===== src/rtl/game_flow_ctrl.sv =====
// Game flow sequencer: start/play/pause, level and world progression, lives, and
// frame-timed banner states between rounds.
module game_flow_ctrl #(
  parameter int LEVELS_PER_WORLD = 4,
  parameter int NUM_WORLDS       = 4,
  parameter int START_LIVES      = 3,
  parameter int MAX_LIVES        = 9,
  parameter int BANNER_FRAMES    = 120
) (
  input  logic       clk,
  input  logic       rst,
  input  logic       start_btn,
  input  logic       frame_tick,
  input  logic       level_complete,
  input  logic       player_hit,
  output logic [2:0] gameStatus,
  output logic [1:0] world,
  output logic [2:0] level,
  output logic [3:0] lives,
  output logic       play_en,
  output logic       obj_reset
);

  // state | meaning: START idle | PLAYING live | LEVEL_INC/WORLD_INC/LIFE_LOST banners
  //                  LOSE/WIN game over | PAUSED frozen, resumes without obj_reset
  typedef enum logic [2:0] {
    ST_START     = 3'd0,
    ST_PLAYING   = 3'd1,
    ST_LEVEL_INC = 3'd2,
    ST_WORLD_INC = 3'd3,
    ST_LIFE_LOST = 3'd4,
    ST_LOSE      = 3'd5,
    ST_WIN       = 3'd6,
    ST_PAUSED    = 3'd7
  } state_t;

  localparam int         FW          = $clog2(BANNER_FRAMES + 1);
  localparam logic [2:0] LAST_LEVEL  = 3'(LEVELS_PER_WORLD - 1);
  localparam logic [1:0] LAST_WORLD  = 2'(NUM_WORLDS - 1);
  localparam logic [3:0] LIVES_INIT  = 4'(START_LIVES);
  localparam logic [3:0] LIVES_MAX   = 4'(MAX_LIVES);
  localparam logic [FW-1:0] FRAME_TC = FW'(BANNER_FRAMES - 1);

  logic          r_sync1, r_sync2, r_sync_d;
  logic          w_start_edge;
  state_t        r_state, w_state_nxt;
  logic [1:0]    r_world, w_world_nxt;
  logic [2:0]    r_level, w_level_nxt;
  logic [3:0]    r_lives, w_lives_nxt;
  logic [FW-1:0] r_frame_cnt, w_frame_nxt;
  logic          r_obj_reset, w_obj_reset_nxt;

  always_ff @(posedge clk or posedge rst) begin
    if (rst) begin
      r_sync1  <= 1'b0;
      r_sync2  <= 1'b0;
      r_sync_d <= 1'b0;
    end else begin
      r_sync1  <= start_btn;
      r_sync2  <= r_sync1;
      r_sync_d <= r_sync2;
    end
  end

  assign w_start_edge = r_sync2 & ~r_sync_d;

  always_ff @(posedge clk or posedge rst) begin
    if (rst) begin
      r_state     <= ST_START;
      r_world     <= 2'd0;
      r_level     <= 3'd0;
      r_lives     <= LIVES_INIT;
      r_frame_cnt <= '0;
      r_obj_reset <= 1'b0;
    end else begin
      r_state     <= w_state_nxt;
      r_world     <= w_world_nxt;
      r_level     <= w_level_nxt;
      r_lives     <= w_lives_nxt;
      r_frame_cnt <= w_frame_nxt;
      r_obj_reset <= w_obj_reset_nxt;
    end
  end

  always_comb begin
    w_state_nxt     = r_state;
    w_world_nxt     = r_world;
    w_level_nxt     = r_level;
    w_lives_nxt     = r_lives;
    w_frame_nxt     = '0;
    w_obj_reset_nxt = 1'b0;
    case (r_state)
      ST_START: begin
        w_world_nxt = 2'd0;
        w_level_nxt = 3'd0;
        w_lives_nxt = LIVES_INIT;
        if (w_start_edge) w_state_nxt = ST_PLAYING;
      end
      ST_PLAYING: begin
        // level_complete outranks player_hit, both outrank pause
        if (level_complete) begin
          if (r_level < LAST_LEVEL) begin
            w_level_nxt = r_level + 3'd1;
            w_state_nxt = ST_LEVEL_INC;
          end else if (r_world < LAST_WORLD) begin
            w_world_nxt = r_world + 2'd1;
            w_level_nxt = 3'd0;
            w_lives_nxt = (r_lives < LIVES_MAX) ? r_lives + 4'd1 : r_lives;
            w_state_nxt = ST_WORLD_INC;
          end else begin
            w_state_nxt = ST_WIN;
          end
        end else if (player_hit) begin
          if (r_lives > 4'd1) begin
            w_lives_nxt = r_lives - 4'd1;
            w_state_nxt = ST_LIFE_LOST;
          end else begin
            w_lives_nxt = 4'd0;
            w_state_nxt = ST_LOSE;
          end
        end else if (w_start_edge) begin
          w_state_nxt = ST_PAUSED;
        end
      end
      ST_LEVEL_INC, ST_WORLD_INC, ST_LIFE_LOST: begin
        w_frame_nxt = r_frame_cnt;
        if (frame_tick) begin
          if (r_frame_cnt == FRAME_TC) begin
            w_frame_nxt = '0;
            w_state_nxt = ST_PLAYING;
          end else begin
            w_frame_nxt = r_frame_cnt + FW'(1);
          end
        end
      end
      ST_LOSE, ST_WIN: begin
        if (w_start_edge) begin
          w_state_nxt = ST_START;
          w_world_nxt = 2'd0;
          w_level_nxt = 3'd0;
          w_lives_nxt = LIVES_INIT;
        end
      end
      ST_PAUSED: begin
        if (w_start_edge) w_state_nxt = ST_PLAYING;
      end
      default: w_state_nxt = ST_START;
    endcase
    w_obj_reset_nxt = (w_state_nxt == ST_PLAYING) && (r_state != ST_PLAYING) &&
                      (r_state != ST_PAUSED);
  end

  assign gameStatus = r_state;
  assign world      = r_world;
  assign level      = r_level;
  assign lives      = r_lives;
  assign play_en    = (r_state == ST_PLAYING);
  assign obj_reset  = r_obj_reset;

endmodule


===== config.mk =====
export PLATFORM = sky130hd
export DESIGN_NAME = game_flow_ctrl
export DESIGN_NICKNAME = d
export VERILOG_FILES = /design/src/rtl/game_flow_ctrl.sv
export SDC_FILE = /design/constraint.sdc
export NUM_CORES = 1
export LEC_CHECK = 0
export ABC_AREA = 1
export CAP_MARGIN = 20
export CORE_UTILIZATION = 30
export DETAILED_ROUTE_END_ITERATION = 12
export GPL_TIMING_DRIVEN = 0
export PLACE_DENSITY = 0.46
export SYNTH_ARGS = -nofsm -noshare
export SYNTH_HDL_FRONTEND = slang
export SYNTH_SLANG_ARGS = --single-unit

===== constraint.sdc =====
create_clock -name clk -period 3.2 [get_ports clk]
set_input_delay 0.48 -clock clk [delete_from_list [all_inputs] [get_ports clk]]
set_output_delay 0.48 -clock clk [all_outputs]
set_load 0.05 [all_outputs]

==> flow_summary.json, run 1 <==
{
  "clockRootBuffer": "clkbuf_8",
  "layout-drive-gt1-share": 0.1116,
  "clock-sinks": 23,
  "grt_max_degree": 24,
  "rr_endpoint": "obj_reset",
  "min_path_type": "flip-flop to flip-flop",
  "seq_power_share": 0.281,
  "r2r-start": "lives[0]",
  "synth_area_um2": 1475,
  "antenna_left": 0,
  "clk-insertion-delay-late_ns": 0.27,
  "reg2reg_depth": 8,
  "internal_power_mw": 0.7809,
  "path_clk_slew_ns": 0.09,
  "cts_hold_buf": 0,
  "row_count": 25,
  "start_kind": "flip-flop",
  "synthFlopType": "dfrtp_1",
  "post-cts-setup-buffers": 0,
  "worstPathArrival_ns": 2.10,
  "synth.most_common_cell": "nand2_1",
  "path_max_fanout": 9,
  "finish.utilization": 0.3807,
  "die_w_um": 72.12,
  "yosys_warnings": 0,
  "synth_area_leaders": "dfrtp_1 (36%), nand2_1 (12%), inv_1 (7.9%), ha_1 (5.1%), nand3_1 (4.7%)",
  "combPwrFrac": 0.599,
  "timing.setup.tns_ns": 0,
  "nets": 228,
  "drt-pass1-iter-count": 4,
  "syn_to_final_growth_pct": 21.88,
  "finalHoldViolCount": 0,
  "pin_count": 20,
  "cp_top_family": "buffers and inverters",
  "rsz0062_at_grt": "false",
  "drt_iter0_drc": 41,
  "grt_pass1_wl_mm": 5.623,
  "synth_nets": 204,
  "skew_ns": 0.003041,
  "grt_overflow": 0,
  "routed_wl_mm": 3.196,
  "diodes": 0,
  "total_leakage_power_nw": 0.8670,
  "slew_headroom": 0.3832,
  "finalSetupViolCount": 0,
  "yosys-top-cells-count": "nand2_1 (49), inv_1 (31), dfrtp_1 (21)",
  "synthArstFlopShare": 1.000,
  "dp_hpwl_mm": 2.447,
  "power.density_nw_per_um2": 910.6,
  "synth_edf_count": 0,
  "drc": 0,
  "finalPower_mw": 1.637,
  "htreeDepth": 1,
  "ir_drop_uv": 533.1,
  "netlist_instances": 192,
  "coreArea_um2": 4723,
  "fin_hold_ws_ns": 0.3581,
  "layout.cells.non_filler": 282,
  "die_h_um": 72.12,
  "period_needed_ns": 2.581,
  "endpoint": "play_en",
  "share_clk_of_total_power": 0.119,
  "tightest_slew_ns": 0.9242,
  "synthDistinctLibCells": 29,
  "p_sw_mw": 0.8563,
  "outcome": "finished, final reports clean",
  "avgRoutedWirePerCell_um": 11.33,
  "die_area_um2": 5201,
  "max_stage_delay_ns": 0.84,
  "fin_crit_sh": 0.8064,
  "cts_tree": "built",
  "timing.fmax_mhz": 387.5,
  "port_buffers": 19,
  "ctsResizeCount": 0,
  "cp.depth": 5,
  "start_util": 0.3123,
  "critPathKind": "flip-flop to output port",
  "worstSetupEndpointType": "output port",
  "grt_pass1_vias": 1297,
  "crit_chain": "buf_6 > nor2_4 > nand2_4 > inv_1 > clkdlybuf4s50_1",
  "switching_share": 0.5230,
  "yosysSeqAreaShare": 0.3919,
  "grt_antenna_before_repair": 0,
  "gp_congestion": 0.7989,
  "required_ns": 2.72,
  "avgViaCountPerCell": 4.496,
  "dr_total_vias": 1268,
  "setup.worst_path.start": "gameStatus[2]",
  "r2r_setup_slack_ns": 1.40,
  "cp_slowest_cell": "clkdlybuf4s50_1",
  "syn_avg_cell_area_um2": 7.683,
  "max_cap_violations": 0,
  "ys_ff_latch": 23,
  "placed_cells": 278,
  "crit_buf_inv": 3,
  "gr-usage-all-layers": 0.1397,
  "netlist.area_leader.share": 0.3562,
  "report.final.slew_viol_count": 0,
  "clock_path_buffers": 2,
  "cts_inserted_buffers": 3,
  "synth_top_area_cell": "dfrtp_1"
}
metrics by stage:
| step | cell area [µm²] | setup WS, ns |
|---|---|---|
| after CTS | 1798 | 0.6038 |
| after global routing | 1798 | 0.5235 |
| after detailed placement | 1749 | 0.9267 |
| after floorplan | 1475 | 1.316 |
| final | 1798 | 0.6194 |
| after global placement | 1749 | 0.9312 |
routing by layer:
metal,part of all wire,GRT usage,vias up,wire [µm]
met5,0,0,-,0
met4,0.014,0.07190,0,44
met3,0.034,0.02917,4,109
met2,0.46,0.2285,21,1474
met1,0.49,0.1738,582,1567
li1,-,-,661,-
worst min path at each step:
stage / startpoint / end / slack (ns) / cells past startpoint
after floorplan: r_sync1 / r_sync2 / 0.33 / 0
after global placement: r_sync1 / r_sync2 / 0.34 / 0
after detailed placement: r_sync1 / r_sync2 / 0.34 / 0
after CTS: r_sync1 / r_sync2 / 0.36 / 0
after global routing: r_sync1 / r_sync2 / 0.37 / 0
final: r_sync1 / r_sync2 / 0.36 / 0
area by class of cell:
class	instances	area, µm²
plain buffers	1	11.26
clock buffers	3	41.29
clock inverters	1	7.507
fillers	467	2925
inverters	32	120.1
multi-input cells	136	765.7
flip-flops and latches	23	578.1
well taps	67	83.83
repair buffers	19	190.2
worst register-to-register path, cell delays in order (launching register included):
cell	delay [ns]
dfstp_2	0.59
inv_1	0.08
ha_1	0.23
o21ai_0	0.21
nor2_1	0.11
o21ai_0	0.18
nand2_1	0.09
nor2_1	0.14
nor2_1	0.06
power groups by stage:
stage	logic (mW)	registers (mW)	clock network (mW)
2_1_floorplan	0.550	0.644	0
3_3_place_gp	0.980	0.464	0
3_5_place_dp	0.986	0.467	0
4_1_cts	0.991	0.462	0.201
5_1_grt	1.08	0.477	0.217
6_report	0.981	0.460	0.195
state kept, by name, indices dropped and copies added (netlist names):
| register | count |
|---|---|
| r_sync_d | 1 |
| level | 3 |
| r_sync1 | 1 |
| world | 2 |
| r_sync2 | 1 |
| lives | 4 |
| r_frame_cnt | 7 |
| gameStatus | 3 |
| obj_reset | 1 |
logic make-up after synthesis:
logic type / after synthesis / share of synthesized area
adder cells (fa/ha/maj): 6 / 0.05089
flip-flops: 23 / 0.3919
XOR/XNOR: 5 / 0.02968
AND/OR/NAND/NOR: 98 / 0.3249
AO/OA/AOI/OAI: 27 / 0.1137
buffers and inverters: 33 / 0.08905
layout by cell type, fill, tap and decap left out:
cell type,Yosys,routed
a21boi_0,1,1
nor2_1,17,17
nor2_2,4,4
inv_1,31,31
nand3_2,2,2
xor2_1,5,5
o21ai_2,1,1
clkinvlp_4,0,1
nand4_1,3,3
or2_1,1,1
nor2_4,4,4
nand2_4,2,2
a22oi_1,1,1
clkbuf_8,0,3
o31ai_1,1,1
dfstp_2,2,2
nand2_2,1,1
a21oi_1,4,4
o21ai_4,1,1
nand2_1,49,49
o21ai_1,4,4
o21ai_0,9,9
o21a_1,1,1
clkdlybuf4s50_1,0,19
inv_2,1,1
nand3_1,14,14
ha_1,6,6
o22ai_1,2,2
o211ai_1,2,2
dfrtp_1,21,21
nand3_4,1,1
buf_6,1,1
Power figures use the tool's default switching activity.
==> inputs of run 2 (changes only) <==
Clock period 3.2 ns to 2.69 ns, I/O delays scaled along.
==> results of run 2 <==
The final DEF is identical to that of run 1. Status: finished, final reports clean.
Among the figures that moved: setup slack after placement 0.9267 ns -> 0.4932 ns; setup slack after layout 0.6194 ns -> 0.1859 ns; register-to-register setup slack 1.40 ns -> 0.89 ns; total power 1.637 mW -> 1.948 mW; worst IR drop on VDD 533.1 µV -> 634.2 µV
==> inputs of run 3 (changes only) <==
Settings changed: ABC_CLOCK_PERIOD_IN_PS set to 2690, CAP_MARGIN 20 to unset.
==> results of run 3 <==
The final DEF is identical to that of run 1. Status: finished, final reports clean.
Among the figures that moved: setup slack after placement 0.9267 ns -> 0.4932 ns; setup slack after layout 0.6194 ns -> 0.1859 ns; register-to-register setup slack 1.40 ns -> 0.89 ns; total power 1.637 mW -> 1.948 mW; worst IR drop on VDD 533.1 µV -> 634.2 µV
